File: src/rtl/game_pkg.sv
// Shared op codes and default sizing for the game undo/redo history blocks.
package game_pkg;

  localparam logic [1:0] OP_LOAD    = 2'd0;
  localparam logic [1:0] OP_PUSH_BM = 2'd1;
  localparam logic [1:0] OP_PUSH_MM = 2'd2;
  localparam logic [1:0] OP_UNDO    = 2'd3;

  localparam int GAME_STATE_W    = 134;
  localparam int GAME_UNDO_DEPTH = 3;

endpackage

File: src/rtl/game_hist_stack.sv
// W x DEPTH LIFO of game-state snapshots with a saturating count.
// A push onto a full stack discards the oldest entry.
module game_hist_stack #(
  parameter int W     = 134,
  parameter int DEPTH = 3,
  parameter int CW    = $clog2(DEPTH + 1)
) (
  input  logic          clk,
  input  logic          rst_n,
  input  logic          push,
  input  logic          pop,
  input  logic          clear,
  input  logic [W-1:0]  din,
  output logic [W-1:0]  top,
  output logic [CW-1:0] cnt
);

  logic [W-1:0] mem [DEPTH];

  function automatic logic [CW-1:0] sat_inc(input logic [CW-1:0] c);
    if (c == CW'(DEPTH)) return c;
    return c + CW'(1);
  endfunction

  function automatic logic [CW-1:0] sat_dec(input logic [CW-1:0] c);
    if (c == '0) return c;
    return c - CW'(1);
  endfunction

  always_ff @(posedge clk or negedge rst_n) begin
    if (!rst_n) begin
      for (int i = 0; i < DEPTH; i++) mem[i] <= '0;
      cnt <= '0;
    end else if (clear) begin
      // Entries are left as-is; a zero count makes them unreachable.
      cnt <= '0;
    end else if (push) begin
      mem[0] <= din;
      for (int i = 1; i < DEPTH; i++) mem[i] <= mem[i-1];
      cnt <= sat_inc(cnt);
    end else if (pop && cnt != '0) begin
      for (int i = 0; i < DEPTH - 1; i++) mem[i] <= mem[i+1];
      mem[DEPTH-1] <= '0;
      cnt <= sat_dec(cnt);
    end
  end

  assign top = mem[0];

endmodule

File: src/rtl/game_undo_stack.sv
// Live game state plus bounded undo history; optional redo stack when
// GAME_UNDO_REDO_EN is defined.
module game_undo_stack
  import game_pkg::*;
#(
  parameter int W     = GAME_STATE_W,
  parameter int DEPTH = GAME_UNDO_DEPTH,
  parameter int CW    = $clog2(DEPTH + 1)
) (
  input  logic          clk,
  input  logic          rst_n,
  input  logic          en,
  input  logic [1:0]    sel,
  input  logic [W-1:0]  state_init,
  input  logic [W-1:0]  state_bm,
  input  logic [W-1:0]  state_mm,
  output logic [W-1:0]  game_state,
  output logic [CW-1:0] undo_cnt,
  output logic          undo_avail
`ifdef GAME_UNDO_REDO_EN
  ,
  input  logic          redo,
  output logic [CW-1:0] redo_cnt
`endif
);

  logic [W-1:0] state_nxt;
  logic [W-1:0] undo_top;
  logic         u_push, u_pop, u_clear;
`ifdef GAME_UNDO_REDO_EN
  logic [W-1:0] redo_top;
  logic         r_push, r_pop, r_clear;
`endif

  always_comb begin
    state_nxt = game_state;
    u_push    = 1'b0;
    u_pop     = 1'b0;
    u_clear   = 1'b0;
`ifdef GAME_UNDO_REDO_EN
    r_push    = 1'b0;
    r_pop     = 1'b0;
    r_clear   = 1'b0;
    if (en && redo) begin
      // Redo overrides sel for the cycle, even when there is nothing to redo.
      if (redo_cnt != '0) begin
        state_nxt = redo_top;
        u_push    = 1'b1;
        r_pop     = 1'b1;
      end
    end else
`endif
    if (en) begin
      case (sel)
        OP_LOAD: begin
          state_nxt = state_init;
          u_clear   = 1'b1;
`ifdef GAME_UNDO_REDO_EN
          r_clear   = 1'b1;
`endif
        end
        OP_PUSH_BM, OP_PUSH_MM: begin
          state_nxt = (sel == OP_PUSH_BM) ? state_bm : state_mm;
          u_push    = 1'b1;
`ifdef GAME_UNDO_REDO_EN
          r_clear   = 1'b1;
`endif
        end
        default: begin
          if (undo_cnt != '0) begin
            state_nxt = undo_top;
            u_pop     = 1'b1;
`ifdef GAME_UNDO_REDO_EN
            r_push    = 1'b1;
`endif
          end
        end
      endcase
    end
  end

  // Output register stage
  always_ff @(posedge clk or negedge rst_n) begin
    if (!rst_n) game_state <= '0;
    else        game_state <= state_nxt;
  end

  game_hist_stack #(.W(W), .DEPTH(DEPTH), .CW(CW)) u_undo (
    .clk   (clk),
    .rst_n (rst_n),
    .push  (u_push),
    .pop   (u_pop),
    .clear (u_clear),
    .din   (game_state),
    .top   (undo_top),
    .cnt   (undo_cnt)
  );

`ifdef GAME_UNDO_REDO_EN
  game_hist_stack #(.W(W), .DEPTH(DEPTH), .CW(CW)) u_redo (
    .clk   (clk),
    .rst_n (rst_n),
    .push  (r_push),
    .pop   (r_pop),
    .clear (r_clear),
    .din   (game_state),
    .top   (redo_top),
    .cnt   (redo_cnt)
  );
`endif

  assign undo_avail = (undo_cnt != '0);

endmodule

File: config.mk
export PLATFORM = sky130hd
export DESIGN_NAME = game_undo_stack
export DESIGN_NICKNAME = d
export VERILOG_FILES = /design/src/rtl/game_pkg.sv /design/src/rtl/game_hist_stack.sv /design/src/rtl/game_undo_stack.sv
export SDC_FILE = /design/constraint.sdc
export NUM_CORES = 1
export LEC_CHECK = 0
export CORE_MARGIN = 3
export CORE_UTILIZATION = 50
export DETAILED_ROUTE_END_ITERATION = 10
export PLACE_DENSITY = 0.75
export SLEW_MARGIN = 20
export SYNTH_ARGS = -nofsm -noshare
export SYNTH_HDL_FRONTEND = slang
export SYNTH_SLANG_ARGS = --single-unit
File: constraint.sdc
create_clock -name clk -period 2.2 [get_ports clk]
set_input_delay 0.44 -clock clk [delete_from_list [all_inputs] [get_ports clk]]
set_output_delay 0.44 -clock clk [all_outputs]
set_load 0.02 [all_outputs]
==> run metrics <==
leakage component of the power=16.4 nW; area growth from synthesis to layout=33.9%; Register Area=13500 µm²; critical path capture point type=flip-flop; number of detailed-routing iterations run before antenna repair=5; layout cells sized above 1=33.9%; number of nets produced by synthesis=2507; Worst setup startpoint=sel[1]; footprint of the multi-input gates=12600 µm²; status=complete, no violations; data arrival time of the critical path=2.61 ns; Fmax=0.466 GHz; y dimension of the die=238 µm; syn avg cell area=12.9 µm²; port buffer count=approximately 540; DRC marker count from the first detailed-route iteration=1116; Hold Vio Cnt, Final=0; most common cell after layout, fill and taps aside=mux2_2; TritonCTS sink count=538; worst setup path class=in -> reg; total number of vias=19.9k; number of max-cap violations=0; final WL=73.0 mm; number of buffers created by CTS=54; wire length per cell=21.4 µm; buffer levels on the longest clock path=3; sequential fraction of the synthesis area=49.9%; antenna violations before repair=0; peak ir drop on the vdd network=0.688 mV; destination of the worst register-to-register timing path=game_state[120]; antenna-violating nets left=0; path depth of the worst reg2reg path=6; DRC=0; cells after synthesis=about 2.1k; maximum number of pins on one net before global-route repair=81; Syn. warnings=0; final HPWL from detailed placement=51.7 mm; highest net fanout along the worst path=25; worst path required time=2.66 ns; setup violators final=0; P per Cell Area=988 nW/µm²; via/cell ratio=5.83; overflow left after global routing=0; H-tree depth=2; PnR Total Power=35.7 mW; Synth cell types=30; period utilization=between 90% and 100%; worst reg2reg startpoint=u_undo.cnt[0]; most used cells in the layout excluding fill and tap cells=mux2_2, dfrtp_1, clkdlybuf4s50_1; Clock Pin Slew Worst Setup and Hold Paths=0.06 ns; Fill cells=3747; class of the worst hold path=in -> async; Critical path destination=game_state[17]; Worst setup SP type=primary input; number of rows in the core area=84; count of nets after finishing=3094; routability congestion estimate from global placement=0.801; clk root buf=clkbuf_16; relative slew slack=roughly half; global-route wire length before repair=115 mm; Syn Std Cell Area=about 27000 µm²; CTS tree=built; vias in the first global route=between 20k and 25k; total core area=53000 µm²; count of final max-slew check failures=0; RSZ-0062 raised after global routing=false; register-to-register path setup slack=~0.34 ns; ports placed on the boundary=between 500 and 600; GRT Resource Usage Total=25.1%; Setup TNS Final=0 ns; clk_lat worst skew=0.60 ns; die footprint=approximately 57000 µm²; largest clock skew in the final design=0.0189 ns; width of the chip=238 µm; initial core utilization=51.0%; Synth Register Bits=around 540; shortest period the worst path allows=2.14 ns; Least-Margin Pin Slew=0.767 ns; utilization of the core after routing=around two thirds
-- worst max-delay path, cell delays in order --
cell	delay, ns
clkdlybuf4s50_1	0.43
inv_1	0.15
ha_4	0.19
buf_12	0.18
buf_12	0.20
mux2_2	0.36
a221oi_1	0.48
o31ai_1	0.13
-- state kept, by name, indices dropped and copies added (netlist names) --
register    count
game_state    134
u_undo.top    134
u_undo.cnt      2
u_undo.mem    268
-- Yosys cell counts (all sizes together) --
library cell	number	area share, %
mux2	670	28
dfrtp	538	50
nand2	135	1.9
a221oi	134	4.3
a22o	134	4.3
nor2b	134	3.1
o31ai	134	3.7
buf	113	2.7
clkbuf	82	1.1
a21oi	4	0.074
ha	3	0.14
inv	3	0.042
nand2b	2	0.046
a211oi	1	0.028
and3b	1	0.032
nand3b	1	0.028
nor2	1	0.014
nor4b	1	0.032
o21a	1	0.028
o21ai	1	0.019
o21ba	1	0.037
o21bai	1	0.028
o41ai	1	0.10
or2	1	0.023
-- stage by stage --
| stage | instance area [µm²] | hold WS, ns | worst slack [ns] | std cells |
|---|---|---|---|---|
| global route | 36200 | 0.381 | 0.00464 | 3413 |
| floorplan | 27000 | 0.144 | 0.0268 | 2097 |
| CTS | 36100 | 0.353 | 0.000455 | 3411 |
| finish | 36200 | 0.376 | 0.0557 | 3414 |
| global placement | 34400 | 0.390 | -0.496 | 3313 |
| detailed placement | 34400 | 0.395 | -0.478 | 3313 |
-- layout make-up --
class	count	area share, %
Timing Repair Buffer	726	20.7
Antenna cell	1	0.00692
Multi-Input combinational cell	1361	34.8
Sequential cell	538	37.2
Inverter	3	0.0311
Clock inverter	15	0.429
Tap cell	688	2.38
Clock buffer	82	4.45
-- cell families (layout without fill, tap and decap cells) --
family / after synthesis / count (layout) / share of synthesized area [%]
flip-flops: 538 / 538 / 49.9
multiplexers: 670 / 670 / 28.2
buffers and inverters: 198 / 826 / 3.87
adder cells (fa/ha/maj): 3 / 3 / 0.139
AND/OR/NAND/NOR: 276 / 276 / 5.17
other: 0 / 1 / 0
AO/OA/AOI/OAI: 412 / 412 / 12.7
-- worst min path at each step --
stage          start             end  cells past startpoint
2_1_floorplan  rst_n   game_state[0]                      0
3_3_place_gp   rst_n  game_state[89]                      1
3_5_place_dp   rst_n  game_state[93]                      1
4_1_cts        rst_n  game_state[96]                      2
5_1_grt        rst_n  game_state[88]                      2
6_report       rst_n  game_state[88]                      2
-- routing by layer --
layer / up-vias / wire [µm] / global-route usage [%]
met4: 0 / 1770 / 6.41
met1: 10200 / 30900 / 33.4
li1: 9041 / - / -
met3: 105 / 4370 / 5.06
met5: - / 0 / 0
met2: 606 / 36000 / 42.5
-- power breakdown --
group	switching, mW	internal [mW]	leakage (nW)	total [mW]
clock network	3.80	5.37	0.868	9.17
registers	2.62	13.2	7.19	15.8
logic	4.30	6.43	8.32	10.7
total	10.7	25.0	16.4	35.7
-- what timing repair did --
item / 4_1_cts / 5_1_grt
gates resized for setup: 7 / 2
hold buffers: 1 / 0
buffers inserted: 0 / 2
endpoints found under the setup margin: 7 / 2
endpoints found under the hold margin: 30 / 0
Power figures use the tool's default switching activity.
